`src/rtl/mem_port_arbiter_if.sv`:
```
// ---------------------------------------------------------------------------
// mem_port_arbiter_if
// Bundles the signals between the fetch/load-store requesters, the single
// RAM port and the arbiter that sits in between.
//
//   Fetch side      : if_req, if_addr -> ; <- if_ack, if_rdata
//   Load/store side : mem_req, mem_we, mem_addr, mem_sel, mem_wdata -> ;
//                     <- mem_ack, mem_rdata
//   RAM side        : <- ram_ce, ram_we, ram_addr, ram_sel, ram_wdata ;
//                     ram_rdata ->
//   Status          : <- who, stall_req, conflict_cnt
//
// Modports:
//   master - the arbiter itself (it masters the RAM port and answers requests)
//   slave  - the surroundings: pipeline requesters plus the RAM
// ---------------------------------------------------------------------------
interface mem_port_arbiter_if #(
    parameter int ADDR_W = 32,
    parameter int DATA_W = 32,
    parameter int SEL_W  = 4
);
    logic              if_req;
    logic [ADDR_W-1:0] if_addr;
    logic              if_ack;
    logic [DATA_W-1:0] if_rdata;

    logic              mem_req;
    logic              mem_we;
    logic [ADDR_W-1:0] mem_addr;
    logic [SEL_W-1:0]  mem_sel;
    logic [DATA_W-1:0] mem_wdata;
    logic              mem_ack;
    logic [DATA_W-1:0] mem_rdata;

    logic              ram_ce;
    logic              ram_we;
    logic [ADDR_W-1:0] ram_addr;
    logic [SEL_W-1:0]  ram_sel;
    logic [DATA_W-1:0] ram_wdata;
    logic [DATA_W-1:0] ram_rdata;

    logic              who;
    logic              stall_req;
    logic [31:0]       conflict_cnt;

    modport master (
        input  if_req, if_addr,
        input  mem_req, mem_we, mem_addr, mem_sel, mem_wdata,
        input  ram_rdata,
        output if_ack, if_rdata, mem_ack, mem_rdata,
        output ram_ce, ram_we, ram_addr, ram_sel, ram_wdata,
        output who, stall_req, conflict_cnt
    );

    modport slave (
        output if_req, if_addr,
        output mem_req, mem_we, mem_addr, mem_sel, mem_wdata,
        output ram_rdata,
        input  if_ack, if_rdata, mem_ack, mem_rdata,
        input  ram_ce, ram_we, ram_addr, ram_sel, ram_wdata,
        input  who, stall_req, conflict_cnt
    );
endinterface

```
`src/rtl/mem_port_arbiter.sv`:
```
// ---------------------------------------------------------------------------
// mem_port_arbiter
// Serializes instruction-fetch and load/store requests onto the single
// unified RAM port. Each access takes an ACCESS cycle (RAM enabled, RAM
// samples at its end) followed by a RESP cycle (ack pulse, read data passed
// straight through from the RAM). During RESP the next requester is chosen
// with the just-served one masked, so continuous contention alternates and
// the port sustains one access every two cycles.
//
// Ports:
//   clk  - system clock, rising edge
//   rst  - asynchronous reset, active low
//   bus  - mem_port_arbiter_if.master: requester handshakes, RAM port,
//          owner (who), stall request and contention counter
//
// Build option:
//   ARB_CONFLICT_CNT_EN - when defined, conflict_cnt counts (saturating)
//   the cycles in which one requester waits while the other owns the port.
//   When undefined, conflict_cnt is tied to zero.
// ---------------------------------------------------------------------------
module mem_port_arbiter #(
    parameter int ADDR_W = 32,
    parameter int DATA_W = 32,
    parameter int SEL_W  = 4
) (
    input logic                clk,
    input logic                rst,
    mem_port_arbiter_if.master bus
);

    typedef enum logic [1:0] {
        ST_IDLE   = 2'd0,
        ST_ACCESS = 2'd1,
        ST_RESP   = 2'd2
    } state_t;

    state_t            state_reg, state_next;
    logic              owner_reg, owner_next;     // 0 = fetch, 1 = load/store
    logic              store_reg, store_next;     // access in flight is a store
    logic              ram_ce_reg, ram_ce_next;
    logic              ram_we_reg, ram_we_next;
    logic [ADDR_W-1:0] ram_addr_reg, ram_addr_next;
    logic [SEL_W-1:0]  ram_sel_reg, ram_sel_next;
    logic [DATA_W-1:0] ram_wdata_reg, ram_wdata_next;

    logic take_mem;
    logic take_if;
    logic if_ack;
    logic mem_ack;

    // Next-state and next RAM-port values. RAM outputs default to zero so
    // they are only non-zero in the cycle that follows a grant (ACCESS).
    always_comb begin
        state_next     = state_reg;
        owner_next     = owner_reg;
        store_next     = store_reg;
        ram_ce_next    = 1'b0;
        ram_we_next    = 1'b0;
        ram_addr_next  = '0;
        ram_sel_next   = '0;
        ram_wdata_next = '0;
        take_mem       = 1'b0;
        take_if        = 1'b0;

        case (state_reg)
            ST_IDLE: begin
                // Load/store wins a tie.
                if (bus.mem_req) begin
                    take_mem = 1'b1;
                end else if (bus.if_req) begin
                    take_if = 1'b1;
                end
            end
            ST_ACCESS: begin
                state_next = ST_RESP;
            end
            ST_RESP: begin
                // The requester being acked now is masked: its req this cycle
                // is still the old request, and masking it gives alternation.
                if (!owner_reg && bus.mem_req) begin
                    take_mem = 1'b1;
                end else if (owner_reg && bus.if_req) begin
                    take_if = 1'b1;
                end else begin
                    state_next = ST_IDLE;
                end
            end
            default: begin
                state_next = ST_IDLE;
            end
        endcase

        if (take_mem) begin
            state_next     = ST_ACCESS;
            owner_next     = 1'b1;
            store_next     = bus.mem_we;
            ram_ce_next    = 1'b1;
            ram_we_next    = bus.mem_we;
            ram_addr_next  = bus.mem_addr;
            ram_sel_next   = bus.mem_sel;
            ram_wdata_next = bus.mem_wdata;
        end else if (take_if) begin
            state_next     = ST_ACCESS;
            owner_next     = 1'b0;
            store_next     = 1'b0;
            ram_ce_next    = 1'b1;
            ram_addr_next  = bus.if_addr;
            ram_sel_next   = {SEL_W{1'b1}};
        end
    end

    // Asynchronous reset drops ram_ce/ram_we at once, so a store caught in
    // ACCESS is abandoned unless the RAM edge already happened.
    always_ff @(posedge clk or negedge rst) begin
        if (!rst) begin
            state_reg     <= ST_IDLE;
            owner_reg     <= 1'b0;
            store_reg     <= 1'b0;
            ram_ce_reg    <= 1'b0;
            ram_we_reg    <= 1'b0;
            ram_addr_reg  <= '0;
            ram_sel_reg   <= '0;
            ram_wdata_reg <= '0;
        end else begin
            state_reg     <= state_next;
            owner_reg     <= owner_next;
            store_reg     <= store_next;
            ram_ce_reg    <= ram_ce_next;
            ram_we_reg    <= ram_we_next;
            ram_addr_reg  <= ram_addr_next;
            ram_sel_reg   <= ram_sel_next;
            ram_wdata_reg <= ram_wdata_next;
        end
    end

    assign if_ack  = (state_reg == ST_RESP) && !owner_reg;
    assign mem_ack = (state_reg == ST_RESP) &&  owner_reg;

    assign bus.if_ack    = if_ack;
    assign bus.mem_ack   = mem_ack;
    // Read data is steered from the RAM in the ack cycle only; stores return 0.
    assign bus.if_rdata  = if_ack ? bus.ram_rdata : '0;
    assign bus.mem_rdata = (mem_ack && !store_reg) ? bus.ram_rdata : '0;

    assign bus.ram_ce    = ram_ce_reg;
    assign bus.ram_we    = ram_we_reg;
    assign bus.ram_addr  = ram_addr_reg;
    assign bus.ram_sel   = ram_sel_reg;
    assign bus.ram_wdata = ram_wdata_reg;
    assign bus.who       = owner_reg;
    assign bus.stall_req = (bus.if_req & ~if_ack) | (bus.mem_req & ~mem_ack);

`ifdef ARB_CONFLICT_CNT_EN
    logic [31:0] conflict_cnt_reg;
    logic        other_waiting;

    // The non-owner can never be acked while the port is busy, so its req
    // alone marks a waiting cycle.
    assign other_waiting = (state_reg != ST_IDLE) &&
                           (owner_reg ? (bus.if_req & ~if_ack) : (bus.mem_req & ~mem_ack));

    always_ff @(posedge clk or negedge rst) begin
        if (!rst) begin
            conflict_cnt_reg <= '0;
        end else if (other_waiting && (conflict_cnt_reg != 32'hFFFF_FFFF)) begin
            conflict_cnt_reg <= conflict_cnt_reg + 32'd1;
        end
    end

    assign bus.conflict_cnt = conflict_cnt_reg;
`else
    assign bus.conflict_cnt = '0;
`endif

endmodule
```
`src/flat_wrapper.sv`:
```
// flat-port wrapper written by rule: the top's interface ports become plain ports
module mem_port_arbiter_flat 
#(
    parameter int ADDR_W = 32,
    parameter int DATA_W = 32,
    parameter int SEL_W  = 4
)
  (clk, rst, bus_if_req, bus_if_addr, bus_mem_req, bus_mem_we, bus_mem_addr, bus_mem_sel, bus_mem_wdata, bus_ram_rdata, bus_if_ack, bus_if_rdata, bus_mem_ack, bus_mem_rdata, bus_ram_ce, bus_ram_we, bus_ram_addr, bus_ram_sel, bus_ram_wdata, bus_who, bus_stall_req, bus_conflict_cnt);
  mem_port_arbiter_if #(.ADDR_W(ADDR_W), .DATA_W(DATA_W), .SEL_W(SEL_W)) bus_i ();
  input logic clk;
  input logic rst;
  input wire logic [$bits(bus_i.if_req)-1:0] bus_if_req;
  input wire logic [$bits(bus_i.if_addr)-1:0] bus_if_addr;
  input wire logic [$bits(bus_i.mem_req)-1:0] bus_mem_req;
  input wire logic [$bits(bus_i.mem_we)-1:0] bus_mem_we;
  input wire logic [$bits(bus_i.mem_addr)-1:0] bus_mem_addr;
  input wire logic [$bits(bus_i.mem_sel)-1:0] bus_mem_sel;
  input wire logic [$bits(bus_i.mem_wdata)-1:0] bus_mem_wdata;
  input wire logic [$bits(bus_i.ram_rdata)-1:0] bus_ram_rdata;
  output wire logic [$bits(bus_i.if_ack)-1:0] bus_if_ack;
  output wire logic [$bits(bus_i.if_rdata)-1:0] bus_if_rdata;
  output wire logic [$bits(bus_i.mem_ack)-1:0] bus_mem_ack;
  output wire logic [$bits(bus_i.mem_rdata)-1:0] bus_mem_rdata;
  output wire logic [$bits(bus_i.ram_ce)-1:0] bus_ram_ce;
  output wire logic [$bits(bus_i.ram_we)-1:0] bus_ram_we;
  output wire logic [$bits(bus_i.ram_addr)-1:0] bus_ram_addr;
  output wire logic [$bits(bus_i.ram_sel)-1:0] bus_ram_sel;
  output wire logic [$bits(bus_i.ram_wdata)-1:0] bus_ram_wdata;
  output wire logic [$bits(bus_i.who)-1:0] bus_who;
  output wire logic [$bits(bus_i.stall_req)-1:0] bus_stall_req;
  output wire logic [$bits(bus_i.conflict_cnt)-1:0] bus_conflict_cnt;
  assign bus_i.if_req = bus_if_req;
  assign bus_i.if_addr = bus_if_addr;
  assign bus_i.mem_req = bus_mem_req;
  assign bus_i.mem_we = bus_mem_we;
  assign bus_i.mem_addr = bus_mem_addr;
  assign bus_i.mem_sel = bus_mem_sel;
  assign bus_i.mem_wdata = bus_mem_wdata;
  assign bus_i.ram_rdata = bus_ram_rdata;
  assign bus_if_ack = bus_i.if_ack;
  assign bus_if_rdata = bus_i.if_rdata;
  assign bus_mem_ack = bus_i.mem_ack;
  assign bus_mem_rdata = bus_i.mem_rdata;
  assign bus_ram_ce = bus_i.ram_ce;
  assign bus_ram_we = bus_i.ram_we;
  assign bus_ram_addr = bus_i.ram_addr;
  assign bus_ram_sel = bus_i.ram_sel;
  assign bus_ram_wdata = bus_i.ram_wdata;
  assign bus_who = bus_i.who;
  assign bus_stall_req = bus_i.stall_req;
  assign bus_conflict_cnt = bus_i.conflict_cnt;
  mem_port_arbiter #(.ADDR_W(ADDR_W), .DATA_W(DATA_W), .SEL_W(SEL_W)) u_core (.clk(clk), .rst(rst), .bus(bus_i));
endmodule
```
`config.mk`:
```
export PLATFORM = sky130hd
export DESIGN_NAME = mem_port_arbiter_flat
export DESIGN_NICKNAME = d
export VERILOG_FILES = /design/src/rtl/mem_port_arbiter_if.sv /design/src/rtl/mem_port_arbiter.sv /design/src/flat_wrapper.sv
export SDC_FILE = /design/constraint.sdc
export NUM_CORES = 1
export LEC_CHECK = 0
export CAP_MARGIN = 20
export CELL_PAD_IN_SITES_DETAIL_PLACEMENT = 1
export CELL_PAD_IN_SITES_GLOBAL_PLACEMENT = 1
export CORE_AREA = 3 3 136 125
export DETAILED_ROUTE_END_ITERATION = 8
export DIE_AREA = 0 0 139 128
export GPL_TIMING_DRIVEN = 0
export PLACE_DENSITY = 0.76
export SLEW_MARGIN = 20
export SYNTH_ARGS = -nofsm -noshare
export SYNTH_HDL_FRONTEND = slang
export SYNTH_SLANG_ARGS = --single-unit
```
`constraint.sdc`:
```
create_clock -name clk -period 2 [get_ports clk]
set_input_delay 0.4 -clock clk [delete_from_list [all_inputs] [get_ports clk]]
set_output_delay 0.4 -clock clk [all_outputs]
set_load 0.02 [all_outputs]
```
==> reports/qor.yml <==
fin_nets: 747
synth.top_cell.area_share_pct: 56.8
grt_pass1_wl_mm: 20.8
grt_pass1_vias: 3606
num_rows: 43
critPathCaptureType: "output pin"
ys_warn_count: 0
netlist_instances: 281
hold-worst-slack_ps: 493
min_period_over_period_pct: 103
ys_seq_area_share_pct: 56.8
drt_wl_total_mm: 14.2
grt_usage_pct: 15.2
rsz0062_at_grt: "true"
cp_data_arrival_time_ps: 1650
firstDrtPassIters: 4
antenna_found_initial: 0
core_mm2: 0.0155
finalHoldViolations: 0
status: "finished with violations"
maxCapViolations: 0
synth_most_common_cell: "dfrtp_1"
syn_area_per_cell_um2: 11.6
maxSlewViolCount: 0
synth_edf_count: 0
synthFlopType: "dfrtp_1"
clockBufferDepth: 2
ir_drop_uv: 519
min_period_ps: 2050
grt_max_degree: 46
timing.final.ws_setup_ps: -52.2
skew_ps: 8.31
drt_iter0_markers: 90
syn_to_final_growth_pct: 118
setup_viol: 60
synth.area.top_cells: "dfrtp_1, and2_1, a22o_1, buf_4, and3_1"
async_flop_share_pct: 100
tritoncts: "yes"
path_clk_slew_ps: 60
die-area_mm2: 0.0178
ys_seq_elements: 74
grt_overflow: 0
powerDensity_mw_per_mm2: 1070
cts-htree-levels: 3
clk_latency_ps: 340
path_class: "register to output pin"
cts_made_buffers: 9
ys_top_cells_by_count: "dfrtp_1, and2_1, a22o_1, and3_1, buf_4"
fin_util_pct: 45.9
portBuffers: 274
ant_nets: 0
max_clock_freq_mhz: 487
setup-tns-final_ps: -1760
wl_per_cell_um: 17.4
cts.sinks: 74
ios: 307
worstHoldPathType: "register to register"
crit_required_ps: 1600
ctsRootBufferMaster: "clkbuf_16"
die_w_um: 139
start_util_pct: 21.0
crit_path_start_kind: "register"
yosys.area.top_type: "dfrtp_1"
p_leak_uw: 0.00346
cp_max_fo: 8
yosysUniqueCellTypes: 23
failed_checks: "negative setup slack"
num_antenna_cells: 0
fp.dieH_um: 128
dp.final_hpwl_mm: 11.1
drive_above_1_share_pct: 33.3
dr_total_vias: 3304
gp_congestion: 0.800
netlist_area_mm2: 0.00326
via_per_inst: 4.04
drc: 0
-- worst max-delay path, stage by stage (launching register included) --
cell and delay [ps]:
dfrtp_2 410, nand3b_1 230, nor2_4 140, buf_12 140, clkbuf_8 150, and2_4 140
buf_6 110
-- layout make-up --
type | count | area (µm²)
fillers | 1700 | 8380
repair buffers | 287 | 2950
flip-flops and latches | 74 | 1850
multi-input cells | 180 | 1310
plain buffers | 53 | 419
well taps | 202 | 253
clock buffers | 9 | 225
clock inverters | 7 | 83.8
inverters | 5 | 18.8
-- cells by family (layout without fill, tap and decap cells) --
logic type | count (synthesis) | in the layout | share of synthesized area (%)
AO/OA/AOI/OAI | 40 | 40 | 10.9
other | 1 | 32 | 0.115
buffers and inverters | 58 | 361 | 11.4
flip-flops | 74 | 74 | 56.8
AND/OR/NAND/NOR | 108 | 108 | 20.8
-- layout by cell type (no fill, tap or decap), types with 3 or more instances in the layout --
cell,instances
clkdlybuf4s50_1,206
dfrtp_1,72
buf_6,67
and2_4,56
buf_4,41
a22o_1,32
and3_1,32
conb_1,32
and2_1,9
clkbuf_16,9
clkbuf_1,7
buf_2,6
inv_1,5
clkbuf_8,5
buf_8,4
a21o_1,4
or2_1,3
inv_6,3
-- timing repair --
item                       CTS  global route
pin swaps                   22             1
hold endpoints to repair    28             0
setup endpoints to repair   67            79
cloned                       3             0
resized for setup          378           104
buffers inserted             7             1
hold buffers                 1             0
-- metal layers --
| layer | GRT usage (%) | vias up | wire, µm |
|---|---|---|---|
| li1 | - | 1531 | - |
| met1 | 17.0 | 1598 | 5370 |
| met2 | 27.4 | 154 | 7570 |
| met3 | 4.66 | 21 | 934 |
| met4 | 5.64 | 0 | 314 |
| met5 | 0 | - | 0 |
-- report_power, final --
group          leakage [µW]  total (µW)  switching (µW)  internal (µW)
sequential         0.000974        2060             148           1910
combinational       0.00234        3890            1890           2000
clock              0.000149        1670             682            989
-- final timing paths --
check	endpoint	slack (ps)	from	cells after the start
min in group asynchronous	u_core.bus.ram_wdata[17]$_DFF_PN0_	560	rst	2
setup reg to reg	u_core.bus.ram_addr[27]$_DFF_PN0_	170	u_core.bus.who$_DFFE_PN0P_	6
setup / recovery	bus_mem_rdata[24]	-50	u_core.state_reg[0]$_DFFE_PN0P_	6
hold / removal	u_core.state_reg[1]$_DFFE_PN0P_	490	u_core.state_reg[1]$_DFFE_PN0P_	1
max in group asynchronous	u_core.bus.ram_addr[22]$_DFF_PN0_	890	rst	3
hold reg to reg	u_core.state_reg[1]$_DFFE_PN0P_	490	u_core.state_reg[1]$_DFFE_PN0P_	1
-- metrics by stage --
stage / setup slack (ps) / instance area, µm² / power, µW / instances
final: -52.2 / 7120 / 7620 / 817
after global routing: -145 / 7120 / 8030 / 817
after CTS: -117 / 6850 / 7560 / 816
after detailed placement: -568 / 6400 / 5560 / 789
after global placement: -2000 / 6370 / 5490 / 788
after floorplan: 133 / 3380 / 3730 / 312
No activity file was read; power rests on OpenSTA's default activity.
